$ cat src/rtl/stallable_pipeline_addsub.sv
// Parametrised stallable add/subtract pipeline, one operand slice per stage.
// Valid/allow handshake at both ends with per-stage pause and refresh.
module stallable_pipeline_addsub #(
    parameter int WIDTH  = 32,
    parameter int STAGES = 4
) (
    input  logic              clk,
    input  logic              rst,
    input  logic              valid_in,
    output logic              in_allow,
    input  logic              sub,
    input  logic              c_in,
    input  logic [WIDTH-1:0]  data_a,
    input  logic [WIDTH-1:0]  data_b,
    input  logic [STAGES-1:0] pause,
    input  logic [STAGES-1:0] refresh,
    input  logic              out_allow,
    output logic              valid_out,
    output logic [WIDTH-1:0]  sum_out,
    output logic              c_out,
    output logic              ovf_out
);
    localparam int SW   = WIDTH / STAGES;
    localparam int LAST = STAGES - 1;

    logic [STAGES-1:0]             valid_q;
    logic [STAGES-2:0][WIDTH-1:0]  a_q;
    logic [STAGES-2:0][WIDTH-1:0]  b_q;
    logic [STAGES-1:0][WIDTH-1:0]  sum_q;
    logic [STAGES-1:0]             cy_q;
    logic [STAGES-1:0]             sub_q;
    logic                          ovf_q;

    logic [STAGES:0]               allow;
    logic [STAGES-1:0]             load;
    logic [STAGES-1:0]             go;

    logic [STAGES-1:0][WIDTH-1:0]  a_d;
    logic [STAGES-1:0][WIDTH-1:0]  b_d;
    logic [STAGES-1:0][WIDTH-1:0]  s_d;
    logic [STAGES-1:0][WIDTH-1:0]  s_n;
    logic [STAGES-1:0]             c_d;
    logic [STAGES-1:0]             c_n;
    logic [STAGES-1:0]             sub_d;
    logic                          ovf_n;

    assign go = ~pause;

    // Allow chain runs from the output back to the input; loads follow it.
    always_comb begin
        allow         = '0;
        load          = '0;
        allow[STAGES] = out_allow;
        for (int k = STAGES - 1; k >= 0; k--) begin
            allow[k] = ~refresh[k] & (~valid_q[k] | (go[k] & allow[k+1]));
        end
        load[0] = valid_in & allow[0];
        for (int k = 1; k < STAGES; k++) begin
            load[k] = valid_q[k-1] & go[k-1] & allow[k];
        end
    end

    // Stage operands: stage 0 from the ports, later stages from upstream.
    always_comb begin
        a_d      = '0;
        b_d      = '0;
        s_d      = '0;
        c_d      = '0;
        sub_d    = '0;
        a_d[0]   = data_a;
        b_d[0]   = sub ? ~data_b : data_b;
        c_d[0]   = sub ? ~c_in : c_in;
        sub_d[0] = sub;
        for (int k = 1; k < STAGES; k++) begin
            a_d[k]   = a_q[k-1];
            b_d[k]   = b_q[k-1];
            s_d[k]   = sum_q[k-1];
            c_d[k]   = cy_q[k-1];
            sub_d[k] = sub_q[k-1];
        end
    end

    // Each stage adds its own slice and patches it into the partial sum.
    always_comb begin
        logic [SW:0] sl;
        s_n = '0;
        c_n = '0;
        sl  = '0;
        for (int k = 0; k < STAGES; k++) begin
            sl = {1'b0, a_d[k][k*SW +: SW]}
               + {1'b0, b_d[k][k*SW +: SW]}
               + {{SW{1'b0}}, c_d[k]};
            s_n[k]              = s_d[k];
            s_n[k][k*SW +: SW]  = sl[SW-1:0];
            c_n[k]              = sl[SW];
        end
        ovf_n = (a_d[LAST][WIDTH-1] == b_d[LAST][WIDTH-1])
              & (s_n[LAST][WIDTH-1] != a_d[LAST][WIDTH-1]);
    end

    // Stage valid bits and data registers; rst beats pause and refresh.
    always_ff @(posedge clk) begin
        if (rst) begin
            valid_q <= '0;
            a_q     <= '0;
            b_q     <= '0;
            sum_q   <= '0;
            cy_q    <= '0;
            sub_q   <= '0;
            ovf_q   <= 1'b0;
        end else begin
            for (int k = 0; k < STAGES; k++) begin
                if (refresh[k]) begin
                    valid_q[k] <= 1'b0;
                end else if (load[k]) begin
                    valid_q[k] <= 1'b1;
                end else if (go[k] & allow[k+1]) begin
                    valid_q[k] <= 1'b0;
                end
                if (load[k]) begin
                    sum_q[k] <= s_n[k];
                    cy_q[k]  <= c_n[k];
                    sub_q[k] <= sub_d[k];
                end
            end
            for (int k = 0; k < STAGES - 1; k++) begin
                if (load[k]) begin
                    a_q[k] <= a_d[k];
                    b_q[k] <= b_d[k];
                end
            end
            if (load[LAST]) begin
                ovf_q <= ovf_n;
            end
        end
    end

    assign in_allow  = allow[0];
    assign valid_out = valid_q[LAST];
    assign sum_out   = sum_q[LAST];
    assign c_out     = cy_q[LAST];
    assign ovf_out   = ovf_q;

endmodule

$ cat config.mk
export PLATFORM = sky130hd
export DESIGN_NAME = stallable_pipeline_addsub
export DESIGN_NICKNAME = d
export VERILOG_FILES = /design/src/rtl/stallable_pipeline_addsub.sv
export SDC_FILE = /design/constraint.sdc
export NUM_CORES = 1
export LEC_CHECK = 0
export BUFFER_PORTS_ARGS = -buffer_cell sky130_fd_sc_hd__buf_2
export CAP_MARGIN = 15
export CORE_MARGIN = 10
export CORE_UTILIZATION = 40
export CTS_BUF_LIST = sky130_fd_sc_hd__clkbuf_4
export DETAILED_ROUTE_END_ITERATION = 6
export GPL_TIMING_DRIVEN = 0
export HOLD_SLACK_MARGIN = 0.15
export SLEW_MARGIN = 40
export SYNTH_ARGS = -nofsm -noshare
export SYNTH_HDL_FRONTEND = slang
export SYNTH_SLANG_ARGS = --single-unit
$ cat constraint.sdc
create_clock -name clk -period 4.9 [get_ports clk]
set_input_delay 0.245 -clock clk [delete_from_list [all_inputs] [get_ports clk]]
set_output_delay 0.245 -clock clk [all_outputs]
set_load 0.01 [all_outputs]
Word-level counts from Yosys, hierarchy flattened --
Cells that the tools add are included.
Cells by class: add/subtract/negate cells 8, equality and inequality tests 2, muxes and demuxes 10, bitwise logic cells 31, reductions and logical operators 8
Operators with widths (count):
- $add A8 B8 Y9 | 4
- $add A9 B1 Y9 | 4
- $mux W32 | 1
- $not A32 Y32 | 1
- $and A1 B1 Y1 | 16
- $mux W1 | 9
- $not A1 Y1 | 9
- $reduce_bool A2 Y1 | 4
- $reduce_or A2 Y1 | 4
- $not A4 Y4 | 1
- $or A1 B1 Y1 | 4
- $eq A1 B1 Y1 | 1
- $ne A1 B1 Y1 | 1
Word-level totals: register bits 281, logic and storage cells 78

Logic depth before layout (Yosys ltp) --
depth in word-level cells 15, depth in mapped cells 10, mapped depth without buffers 9

Worst setup path before layout --
No wires, ideal clock.
kind in2reg, from in sub, to reg cy_q[0], setup time 0.060 ns, arrival 2.585 ns, setup slack 2.255 ns, stages on the path 10, cell sequence clkbuf_1 buf_1 xnor2_1 fa_1 fa_1 nor2b_1 o31a_1 o31ai_1 a21boi_0 o31a_1
Between the ends: longest elaborated chain between the ends 3
Ends and longest elaborated chain:
- from (decl) | RTL line 11 | input logic sub,
- $mux W32 | RTL line 71 | b_d[0] = sub ? ~data_b : data_b;
- $add A8 B8 Y9 | RTL line 91 | + {1'b0, b_d[k][k*SW +: SW]}
- $add A9 B1 Y9 * | RTL line 92 | + {{SW{1'b0}}, c_d[k]};
- to (signal, indexed assignment) | RTL line 122 | cy_q[k] <= c_n[k];
- to (decl) | RTL line 30 | logic [STAGES-1:0] cy_q;
Mark *: on every way between the ends. The rest lies on a longest branch, timed or not. A chain may end at the register's enable or synchronous reset.

Final worst setup path --
Same ends and word-level chain as after synthesis.

==> summary.txt <==
RSZ-0062 raised after global routing -> no
Seq pwr share -> 56.9%
CTS max path bufs -> 2
Comb power frac -> 12.8%
worst min path class -> in2reg
Synth top area share -> 45.2%
Max-slew headroom -> 44.5%
worst-skew pair later-pin latency -> 0.61 ns
drt wl/cell -> 15.3 um
Rows -> 52
EDFF count, synth -> 0
root buffer cell -> clkbuf_4
post_cts resized -> 0
Total GRT Usage -> 17.0%
delay-heaviest family, CP -> buffers and inverters
initial antenna violation count -> 1
Clock Power Share -> 30.3%
Max Slew Vio Count -> 0
dominant cell type by area after synthesis -> dfxtp_1
Crit-path slowest cell -> buf_1
Final ANT Viol Nets -> 0
DR pass1 iterations -> 5
Hold Crit Start -> data_a[5]
CTS tree -> built
first-pass GRT wire length -> 36600 um
global route overflow -> 0
die area -> 0.0266 mm^2
fmax -> 0.322 GHz
synth top area cells -> dfxtp_1, nand2_1, a21oi_1
Routed WL -> 22300 um
CP max FO -> 10
CP max stage delay -> 0.61 ns
DRC Markers -> 0
Via density -> 4.81
IO Port Bufs -> 111
Tcrit/Tclk final -> 63.5%
Post-DP HPWL -> 16800 um
post-layout instance area -> 0.0100 mm^2
setup TNS -> 0 ns
Psw -> 0.000776 W
Die Ht -> 163 um
drt initial violations -> 359
Internal Pwr Total -> 0.00197 W
worst reg2reg startpoint -> valid_q[3]
max-cap violation count -> 0
Sw Ratio -> 28.3%
crit-path cells -> clkbuf_1 > buf_1 > xnor2_1 > fa_1 > fa_1 > nor2b_1 > o31a_1 > o31ai_1 > a21boi_0 > o31a_1 > dlygate4sd3_1
final setup vio count -> 0
grt met1 use -> 23.2%
core region area -> 0.0202 mm^2
CTS clk-pin slew, worst paths -> 0.15 ns
sequential area share after synthesis -> 45.2%
Die W -> 163 um
WP buf/inv -> 3
status -> complete, no violations
vias in the first global route -> 6959
layout cells sized above 1 -> 15.5%
CP required -> 5.45 ns
Synth Cell Area -> 0.00820 mm^2
met2 Track Usage GR -> 26.4%
arrival time worst endpoint -> 3.66 ns
worst vdd ir -> 140 uV
Pwr Density -> 275 mW/mm^2
Reg2Reg Depth -> 6
Static Leak -> 3.81 nW
Stages on worst setup path -> 11
H-tree depth -> 4
Main synth FF type -> dfxtp_1
Tot Pwr -> 0.00274 W
Initial Utilization -> 40.6%
CP endpoint kind -> register
CP startpoint kind -> input pin
Synth Register Bits -> 185
kind of critical path -> in2reg
Hold Path Sink -> s_d[37]
reg2reg setup slack -> 2.49 ns
Final min period -> 3.11 ns
Area after DPL -> 0.00909 mm^2
Layout area overhead -> 22.0%
reg2reg end -> b_d[40]
number of placed I/O pins -> 114
Post-Syn Area per Cell -> 8.38 um^2
yosys warns -> 0
fraction of registers with async set/reset -> 0%
synth unique cells -> 51
actual slew at the worst max-slew pin -> 0.833 ns
CTS sink count -> 185
largest net degree at the start of global routing -> 18
clock skew -> 0.0228 ns
via count -> 6994
fin nets -> 1285
final-report hold violation count -> 0
CTS Buf Count -> 17
syn_nets -> 1092
Routability Congestion -> 0.854
hold depth -> 5
GRT busiest layer -> met2
grt met3 use -> 3.75%
Syn Inst Count -> 978
Post-CTS Setup Inserts -> 0
[cells by family after synthesis]
group | after synthesis | share of synthesized area [%]
compound gates | 252 | 20.1
xor+xnor | 42 | 4.49
fa+ha+maj | 36 | 6.23
buf+inv | 82 | 4.34
flops | 185 | 45.2
mux | 1 | 0.122
simple gates | 380 | 19.5
[final cells by class]
type / count / area [um^2]
Tap cell: 270 / 338
Clock inverter: 14 / 141
Clock buffer: 17 / 128
Inverter: 19 / 71.3
Fill cell: 2052 / 10200
Sequential cell: 185 / 3700
Buffer: 63 / 285
Timing Repair Buffer: 174 / 1190
Multi-Input combinational cell: 711 / 4140
Antenna cell: 1 / 2.50
[worst reg2reg max path, delay by kind of cell, from the launching register on]
family | cells | cell delay (ns)
simple gates | 2 | 0.35
compound gates | 3 | 0.97
buf+inv | 1 | 0.58
flops | 1 | 0.42
[per-stage QoR]
stage                     util (%)  setup slack [ns]  instances  hold WS (ns)
after floorplan                  -              2.26        978         0.323
after global placement        45.1              1.70       1359         0.438
after detailed placement      45.1              1.71       1359         0.443
after CTS                     49.5              1.82       1453         0.166
after global routing          49.6              1.67       1454         0.187
final                         49.6              1.79       1454         0.191
[routing by layer]
metal | share of wire (%) | routed length [um] | up-vias
met5 | 0 | 0 | -
met4 | 0.92 | 205 | 0
met3 | 4.8 | 1070 | 11
met2 | 44 | 9930 | 131
met1 | 50 | 11100 | 3141
li1 | - | - | 3711
[cells in the final DEF, fill, tap and decap left out, types with 17 or more instances in the layout]
cell           Yosys  routed
a211oi_2          25      25
a21oi_1          153     153
buf_2              2     113
clkbuf_1          51      50
clkbuf_4           0      17
dfxtp_1          185     185
dlygate4sd3_1      0      63
ha_1              28      28
inv_1             19      19
nand2_1          269     269
nor2_1            45      45
xnor2_1           33      33
[sequential cells by signal (all words and copies together) (netlist names)]
register  flops
a_d          48
b_d          48
s_d          48
sum_out      32
cy_q          4
valid_q       4
ovf_out       1
[synth_stat cells, drive strengths merged, types with 2 or more instances]
cell	count
o2111a	3
nand2b	2
nand3	13
or4	6
inv	19
o21a	8
xor2	9
a21o	7
o211ai	3
o31a	4
nand2	269
a21oi	153
nand3b	10
o31ai	6
a2111o	2
ha	28
xnor2	33
nor2	45
clkbuf	51
a211o	4
nand4b	2
nor3	9
nor2b	8
buf	12
nor4	2
o21bai	4
or3	7
and2	2
a211oi	37
o21ai	14
fa	8
dfxtp	185
a21boi	2
[worst max-delay path by stage]
stage,from,to
after global placement,sub,cy_q[0]
after floorplan,sub,cy_q[0]
after CTS,sub,cy_q[0]
after detailed placement,sub,cy_q[0]
final,sub,cy_q[0]
after global routing,sub,cy_q[0]
[repair_timing]
item | in CTS | in global routing
hold buffers | 63 | 0
endpoints found under the setup margin | 0 | 0
hold endpoints to repair | 59 | 0
[power groups by stage]
stage | logic (W) | clock network [W] | registers, W
after floorplan | 0.000211 | 0 | 0.00159
after global placement | 0.000304 | 0 | 0.00159
after detailed placement | 0.000305 | 0 | 0.00160
after CTS | 0.000350 | 0.000852 | 0.00156
after global routing | 0.000390 | 0.000915 | 0.00157
final | 0.000350 | 0.000831 | 0.00156
No activity file was read; power rests on OpenSTA's default activity.
